===== src/rtl/jedro_1_top_if.sv =====
// jedro_1_top_if: bus interfaces for the instruction ROM and the data RAM
// ram_read_io: addr/en from the master, data returned the cycle after the request
// ram_rw_io:   addr/wdata/we(byte enables)/en from the master, rdata returned the cycle after
interface ram_read_io #(parameter int DATA_WIDTH = 32, parameter int ADDR_WIDTH = 32);
  logic [ADDR_WIDTH-1:0] addr;
  logic                  en;
  logic [DATA_WIDTH-1:0] data;
  modport MASTER (output addr, en, input data);
  modport SLAVE (input addr, en, output data);
endinterface

interface ram_rw_io;
  logic [31:0] addr;
  logic [31:0] wdata;
  logic [31:0] rdata;
  logic [3:0]  we;
  logic        en;
  modport MASTER (output addr, wdata, we, en, input rdata);
  modport SLAVE (input addr, wdata, we, en, output rdata);
endinterface


===== src/rtl/jedro_1_top.sv =====
// jedro_1_top: multicycle RV32I core, FETCH -> EXEC -> (MEM) -> FETCH
// clk_i, rstn_i (async active-low); instr_mem_if: ROM fetch master; data_mem_if: load/store master
module jedro_1_regfile (
  input  logic        clk_i,
  input  logic        rstn_i,
  input  logic        we,
  input  logic [4:0]  waddr,
  input  logic [31:0] wdata,
  input  logic [4:0]  raddr1,
  input  logic [4:0]  raddr2,
  output logic [31:0] rdata1,
  output logic [31:0] rdata2
);
  logic [31:0] regfile [32];
  assign rdata1 = raddr1 == 5'd0 ? 32'd0 : regfile[raddr1];
  assign rdata2 = raddr2 == 5'd0 ? 32'd0 : regfile[raddr2];
  always_ff @(posedge clk_i or negedge rstn_i)
    if (!rstn_i) for (int i = 0; i < 32; i++) regfile[i] <= '0;
    else if (we && waddr != 5'd0) regfile[waddr] <= wdata;
endmodule

module jedro_1_top #(
  parameter logic [31:0] BOOT_ADDR = 32'h0000_0000
) (
  input logic        clk_i,
  input logic        rstn_i,
  ram_read_io.MASTER instr_mem_if,
  ram_rw_io.MASTER   data_mem_if
);
  localparam logic [1:0] FETCH = 2'd0, EXEC = 2'd1, MEM = 2'd2;
  localparam logic [6:0] OP_LUI = 7'h37, OP_AUIPC = 7'h17, OP_JAL = 7'h6f, OP_JALR = 7'h67,
                         OP_BR = 7'h63, OP_LD = 7'h03, OP_ST = 7'h23, OP_IMM = 7'h13, OP_REG = 7'h33;
  logic [1:0]  state;
  logic [31:0] pc, ir, rs1_v, rs2_v, imm_i, imm_s, imm_b, imm_u, imm_j;
  logic [31:0] alu_b, alu, pc4, next_pc, ea, mem_addr, ex_wd, lane, ld_val, rf_wdata;
  logic [6:0]  opcode;
  logic [4:0]  rd, rs1, rs2, shamt, ld_rd, rf_waddr;
  logic [2:0]  f3, ld_f3;
  logic [1:0]  ld_off;
  logic [3:0]  be;
  logic        is_ld, is_st, is_mem, exec, taken, ex_we, ld_en, rf_we;
  assign ir     = instr_mem_if.data;
  assign opcode = ir[6:0];
  assign rd     = ir[11:7];
  assign f3     = ir[14:12];
  assign rs1    = ir[19:15];
  assign rs2    = ir[24:20];
  assign imm_i  = {{20{ir[31]}}, ir[31:20]};
  assign imm_s  = {{20{ir[31]}}, ir[31:25], ir[11:7]};
  assign imm_b  = {{19{ir[31]}}, ir[31], ir[7], ir[30:25], ir[11:8], 1'b0};
  assign imm_u  = {ir[31:12], 12'd0};
  assign imm_j  = {{11{ir[31]}}, ir[31], ir[19:12], ir[20], ir[30:21], 1'b0};
  assign is_ld  = opcode == OP_LD;
  assign is_st  = opcode == OP_ST;
  assign is_mem = is_ld || is_st;
  assign exec   = rstn_i && state == EXEC;
  assign pc4    = pc + 32'd4;
  assign alu_b  = opcode == OP_REG ? rs2_v : imm_i;
  assign shamt  = alu_b[4:0];
  always_comb begin
    alu = rs1_v + alu_b;
    case (f3)
      3'b000: alu = (opcode == OP_REG && ir[30]) ? rs1_v - alu_b : rs1_v + alu_b;
      3'b001: alu = rs1_v << shamt;
      3'b010: alu = {31'd0, $signed(rs1_v) < $signed(alu_b)};
      3'b011: alu = {31'd0, rs1_v < alu_b};
      3'b100: alu = rs1_v ^ alu_b;
      3'b101: alu = ir[30] ? 32'($signed(rs1_v) >>> shamt) : rs1_v >> shamt;
      3'b110: alu = rs1_v | alu_b;
      3'b111: alu = rs1_v & alu_b;
    endcase
  end
  always_comb begin
    taken = 1'b0;
    case (f3)
      3'b000: taken = rs1_v == rs2_v;
      3'b001: taken = rs1_v != rs2_v;
      3'b100: taken = $signed(rs1_v) < $signed(rs2_v);
      3'b101: taken = $signed(rs1_v) >= $signed(rs2_v);
      3'b110: taken = rs1_v < rs2_v;
      3'b111: taken = rs1_v >= rs2_v;
      default: taken = 1'b0;
    endcase
  end
  assign next_pc = opcode == OP_JAL ? pc + imm_j :
                   opcode == OP_JALR ? (rs1_v + imm_i) & ~32'd1 :
                   (opcode == OP_BR && taken) ? pc + imm_b : pc4;
  assign ex_we = opcode == OP_LUI || opcode == OP_AUIPC || opcode == OP_JAL ||
                 opcode == OP_JALR || opcode == OP_IMM || opcode == OP_REG;
  assign ex_wd = opcode == OP_LUI ? imm_u :
                 opcode == OP_AUIPC ? pc + imm_u :
                 (opcode == OP_JAL || opcode == OP_JALR) ? pc4 : alu;
  // f3[1] selects word, f3[0] half, else byte; low address bits are masked to the access size
  assign ea       = rs1_v + (is_st ? imm_s : imm_i);
  assign mem_addr = f3[1] ? {ea[31:2], 2'b00} : f3[0] ? {ea[31:1], 1'b0} : ea;
  assign be       = f3[1] ? 4'hf : f3[0] ? (mem_addr[1] ? 4'hc : 4'h3) : 4'b0001 << mem_addr[1:0];
  assign instr_mem_if.addr = pc;
  assign instr_mem_if.en   = rstn_i && state == FETCH;
  assign data_mem_if.addr  = mem_addr;
  assign data_mem_if.wdata = f3[1] ? rs2_v : f3[0] ? {2{rs2_v[15:0]}} : {4{rs2_v[7:0]}};
  assign data_mem_if.en    = exec && is_mem;
  assign data_mem_if.we    = (exec && is_st) ? be : 4'h0;
  // ld_f3[2] marks the unsigned variants, which suppress sign extension
  assign lane   = data_mem_if.rdata >> {ld_off, 3'b000};
  assign ld_val = ld_f3[1] ? lane :
                  ld_f3[0] ? {{16{~ld_f3[2] & lane[15]}}, lane[15:0]} :
                             {{24{~ld_f3[2] & lane[7]}}, lane[7:0]};
  assign rf_we    = (exec && ex_we) || (state == MEM && ld_en);
  assign rf_waddr = state == MEM ? ld_rd : rd;
  assign rf_wdata = state == MEM ? ld_val : ex_wd;
  jedro_1_regfile regfile_inst (
    .clk_i  (clk_i),
    .rstn_i (rstn_i),
    .we     (rf_we),
    .waddr  (rf_waddr),
    .wdata  (rf_wdata),
    .raddr1 (rs1),
    .raddr2 (rs2),
    .rdata1 (rs1_v),
    .rdata2 (rs2_v)
  );
  // the ROM output is not guaranteed past EXEC, so a load keeps what MEM needs
  always_ff @(posedge clk_i or negedge rstn_i)
    if (!rstn_i) begin
      state  <= FETCH;
      pc     <= BOOT_ADDR;
      ld_en  <= 1'b0;
      ld_rd  <= '0;
      ld_f3  <= '0;
      ld_off <= '0;
    end else begin
      state <= state == FETCH ? EXEC : (state == EXEC && is_mem) ? MEM : FETCH;
      if (state == EXEC) begin
        pc     <= next_pc;
        ld_en  <= is_ld;
        ld_rd  <= rd;
        ld_f3  <= f3;
        ld_off <= mem_addr[1:0];
      end
    end
endmodule


===== src/flat_wrapper.sv =====
// flat-port wrapper written by rule: the top's interface ports become plain ports
module jedro_1_top_flat 
#(
  parameter logic [31:0] BOOT_ADDR = 32'h0000_0000
)
  (clk_i, rstn_i, instr_mem_if_addr, instr_mem_if_en, instr_mem_if_data, data_mem_if_addr, data_mem_if_wdata, data_mem_if_we, data_mem_if_en, data_mem_if_rdata);
  ram_read_io instr_mem_if_i ();
  ram_rw_io data_mem_if_i ();
  input logic clk_i;
  input logic rstn_i;
  output wire logic [$bits(instr_mem_if_i.addr)-1:0] instr_mem_if_addr;
  output wire logic [$bits(instr_mem_if_i.en)-1:0] instr_mem_if_en;
  input wire logic [$bits(instr_mem_if_i.data)-1:0] instr_mem_if_data;
  output wire logic [$bits(data_mem_if_i.addr)-1:0] data_mem_if_addr;
  output wire logic [$bits(data_mem_if_i.wdata)-1:0] data_mem_if_wdata;
  output wire logic [$bits(data_mem_if_i.we)-1:0] data_mem_if_we;
  output wire logic [$bits(data_mem_if_i.en)-1:0] data_mem_if_en;
  input wire logic [$bits(data_mem_if_i.rdata)-1:0] data_mem_if_rdata;
  assign instr_mem_if_addr = instr_mem_if_i.addr;
  assign instr_mem_if_en = instr_mem_if_i.en;
  assign instr_mem_if_i.data = instr_mem_if_data;
  assign data_mem_if_addr = data_mem_if_i.addr;
  assign data_mem_if_wdata = data_mem_if_i.wdata;
  assign data_mem_if_we = data_mem_if_i.we;
  assign data_mem_if_en = data_mem_if_i.en;
  assign data_mem_if_i.rdata = data_mem_if_rdata;
  jedro_1_top #(.BOOT_ADDR(BOOT_ADDR)) u_core (.clk_i(clk_i), .rstn_i(rstn_i), .instr_mem_if(instr_mem_if_i), .data_mem_if(data_mem_if_i));
endmodule

===== config.mk =====
export PLATFORM = sky130hd
export DESIGN_NAME = jedro_1_top_flat
export DESIGN_NICKNAME = d
export VERILOG_FILES = /design/src/rtl/jedro_1_top_if.sv /design/src/rtl/jedro_1_top.sv /design/src/flat_wrapper.sv
export SDC_FILE = /design/constraint.sdc
export NUM_CORES = 2
export LEC_CHECK = 0
export CORE_MARGIN = 1.5
export CORE_UTILIZATION = 40
export CTS_CLUSTER_DIAMETER = 30
export CTS_CLUSTER_SIZE = 25
export DETAILED_ROUTE_END_ITERATION = 10
export SYNTH_ARGS = -nofsm -noshare
export SYNTH_HDL_FRONTEND = slang
export SYNTH_SLANG_ARGS = --single-unit

===== constraint.sdc =====
create_clock -name clk_i -period 6.1 [get_ports clk_i]
set_input_delay 0.915 -clock clk_i [delete_from_list [all_inputs] [get_ports clk_i]]
set_output_delay 0.915 -clock clk_i [all_outputs]
set_load 0.005 [all_outputs]

==> metrics.yaml <==
run_status: "finished clean"
coreArea_um2: 188000
async_flop_share_pct: 100
drc: 0
drtIter0Drc: 9008
seq_area_um2: 26700
clkSinkCount: 1068
crit_arrival_ns: 5.17
setup_viol: 0
vias: 77700
clock_path_buffers: 4
fillerInstances: 16600
cp-end-kind: "output pin"
fin_cells: 12300
initial_core_util_pct: 40.3
maxSlewHeadroom_pct: 9.28
combPwrFrac_pct: 23.7
finalWeightedCongestion: 1.05
ir_worst_vdd_mv: 0.346
antenna_found_initial: 16
final_nets: 9888
yosys_warnings: 0
fp.dieH_um: 438
power_density_nw_per_um2: 292
fmax_mhz: 164
ys_seq_area_share_pct: 35.4
via_per_inst: 6.31
pin_count: 168
crit_fanout: 14
cap_violations: 0
die_area_um2: 191000
multi_input_comb_area_um2: 46300
pwr-share-seq_pct: 25.4
hold_violations: 0
drtAntennaViolNets: 0
synth.distinct_cells: 116
hold_ws_ns: 0.378
utilization_pct: 54.9
grt_use_total_pct: 41.2
cts-root-buf: "clkbuf_16"
io_buffers: 166
rsz0062_at_grt: "yes"
ys_seq_elements: 1068
path_clk_slew_ns: 0.04
grt_pass1_wl_um: 568000
switchingPower_mw: 9.31
grt_max_degree: 174
period_share_pct: 99.8
grt_overflow_total: 0
hp-class: "flop to flop"
wl_um: 404000
worstPathRequired_ns: 5.18
area_growth_pct: 36.3
drv_slew: 0
swShare_pct: 31.0
final_cell_mix: "buf_4 (1392), nand2_1 (1263), o21ai_0 (1071)"
cts_buffers: 289
crit_path_start_kind: "input pin"
synth_area_per_cell_um2: 9.10
first_global_vias: 76600
finClkSkew_ns: 0.105
dp_hpwl_um: 296000
drive_above_1_share_pct: 30.0
total_power_mw: 30.0
leakagePower_nw: 46.0
netlist_area_um2: 75500
tightestPinTransition_ns: 1.36
period_minus_slack_ns: 6.09
row_count: 159
p_clk_share_pct: 50.9
cts_tree: "yes"
synth_edf_count: 0
synth_top_flop_cell: "dfrtp_1"
dieWidth_um: 438
synth_fp_nets: 8592
htree_levels: 5
first_pass_iters: 6
wl_per_cell_um: 32.8
internal_power_mw: 20.7
path_class: "input pin to output pin"
final_common_cell: "buf_4"
setup_tns_ns: 0
syn-instance-count: 8302
placed_cells_incl_taps: 11700
worst_skew_pair.late_latency_ns: 0.96
-- power groups by stage --
stage                     combinational, mW  sequential [mW]  clock, mW
after global routing                   7.46             7.64       15.8
after CTS                              6.86             7.62       15.3
after detailed placement               6.69             7.72          0
final                                  7.13             7.63       15.3
after floorplan                        3.50             7.56          0
after global placement                 6.70             7.71          0
-- routing by layer --
metal	up-vias	track usage (%)	part of all wire [%]
met1	38700	53.5	39
li1	33200	-	-
met4	16	26.9	7.7
met5	-	0	0.030
met2	4642	61.6	43
met3	1126	9.44	9.7
-- through the flow --
step / area (um^2) / setup slack (ns)
6_report: 103000 / 0.0133
5_1_grt: 103000 / -0.0719
4_1_cts: 102000 / -0.0188
3_5_place_dp: 90300 / -1.63
3_3_place_gp: 90300 / -1.68
2_1_floorplan: 75800 / -0.00539
-- final cells by class --
class | instances | share of cell area [%]
flip-flops and latches | 1068 | 26.0
well taps | 2495 | 3.03
clock inverters | 137 | 1.66
multi-input cells | 6282 | 45.0
clock buffers | 363 | 7.77
inverters | 170 | 0.637
diodes | 5 | 0.0122
repair buffers | 1787 | 16.0
-- cell usage after synthesis (21+ instances only) --
master	n	area share, %
a221oi_1	42	0.49
nor3_1	123	0.82
nand2b_1	32	0.27
o21ai_1	158	1.0
a211oi_1	64	0.64
a211o_1	21	0.24
or3_1	30	0.25
a21oi_1	467	3.1
o22ai_1	128	1.1
mux4_2	320	9.5
nand2_1	1302	6.5
nor2_1	318	1.6
a31oi_1	59	0.49
dfrtp_1	1068	35
nor4_1	23	0.19
buf_4	26	0.26
o31ai_1	58	0.58
mux2i_1	473	6.3
buf_1	57	0.28
a22oi_1	25	0.25
nand4_1	44	0.36
o221ai_1	84	0.97
mux2_2	140	2.1
buf_6	46	0.69
o21bai_1	44	0.44
ha_1	217	3.6
a22o_1	36	0.42
xor2_1	60	0.70
clkbuf_1	552	2.7
o21ai_0	1115	7.4
and3_1	28	0.23
nor3b_1	36	0.36
nand3_1	132	0.87
and2_1	47	0.39
inv_1	160	0.80
o21a_1	53	0.53
o211ai_1	107	1.1
nor2b_1	37	0.31
buf_2	75	0.50
a21o_1	65	0.65
o31ai_2	31	0.51
xnor2_1	119	1.4
-- critical path, stage by stage --
cell,delay (ns)
buf_12,0.13
or3_4,0.46
buf_6,0.21
buf_12,0.17
buf_4,0.22
o221ai_4,0.28
a2111oi_2,0.08
buf_4,0.16
a2111oi_4,0.39
buf_12,0.19
ha_1,0.15
buf_4,0.15
nand4_1,0.17
o21a_1,0.24
buf_4,0.15
o31ai_4,0.06
buf_4,0.15
xor2_1,0.14
buf_4,0.15
clkdlybuf4s50_1,0.50
-- kinds of logic (layout without fill, tap and decap cells) --
family,Yosys count,after routing,share of synthesized area [%]
AOI/OAI and AO/OA,2732,2732,22.2
xor gates and xnor gates,179,179,2.08
adders and majority gates,224,224,3.78
buffers and inverters,953,2457,5.81
DFF,1068,1068,35.4
muxes,940,940,18.1
other,1,6,0.00496
and+or+nand+nor,2205,2206,12.7
-- registers in the layout, indices dropped and copies added (netlist names) --
register                     count
u_core.ld_rd                     5
u_core.instr_mem_if.addr        31
u_core.regfile_inst.regfile   1024
u_core.state                     2
u_core.ld_f3                     3
u_core.ld_off                    2
u_core.ld_en                     1
-- final timing paths --
check	depth (start not counted)	slack, ns	to	from
worst max-delay path	20	0.01	data_mem_if_addr[13]	instr_mem_if_data[17]
worst min-delay path	0	0.38	u_core.regfile_inst.regfile[994]	u_core.regfile_inst.regfile[994]
worst max register to register	26	0.24	u_core.regfile_inst.regfile[892]	u_core.regfile_inst.regfile[423]
worst min register to register	0	0.38	u_core.regfile_inst.regfile[994]	u_core.regfile_inst.regfile[994]
max in group asynchronous	4	3.13	u_core.regfile_inst.regfile[894]	rstn_i
min in group asynchronous	2	0.62	u_core.regfile_inst.regfile[330]	rstn_i
-- repair_timing --
| action | CTS | global route |
|---|---|---|
| buffers inserted | 67 | 46 |
| hold endpoints to repair | 19 | 0 |
| gates cloned | 5 | 4 |
| setup endpoints to repair | 320 | 521 |
| resized for setup | 288 | 150 |
| hold buffers | 1 | 0 |
| pin swaps | 57 | 72 |
Power figures use the tool's default switching activity.
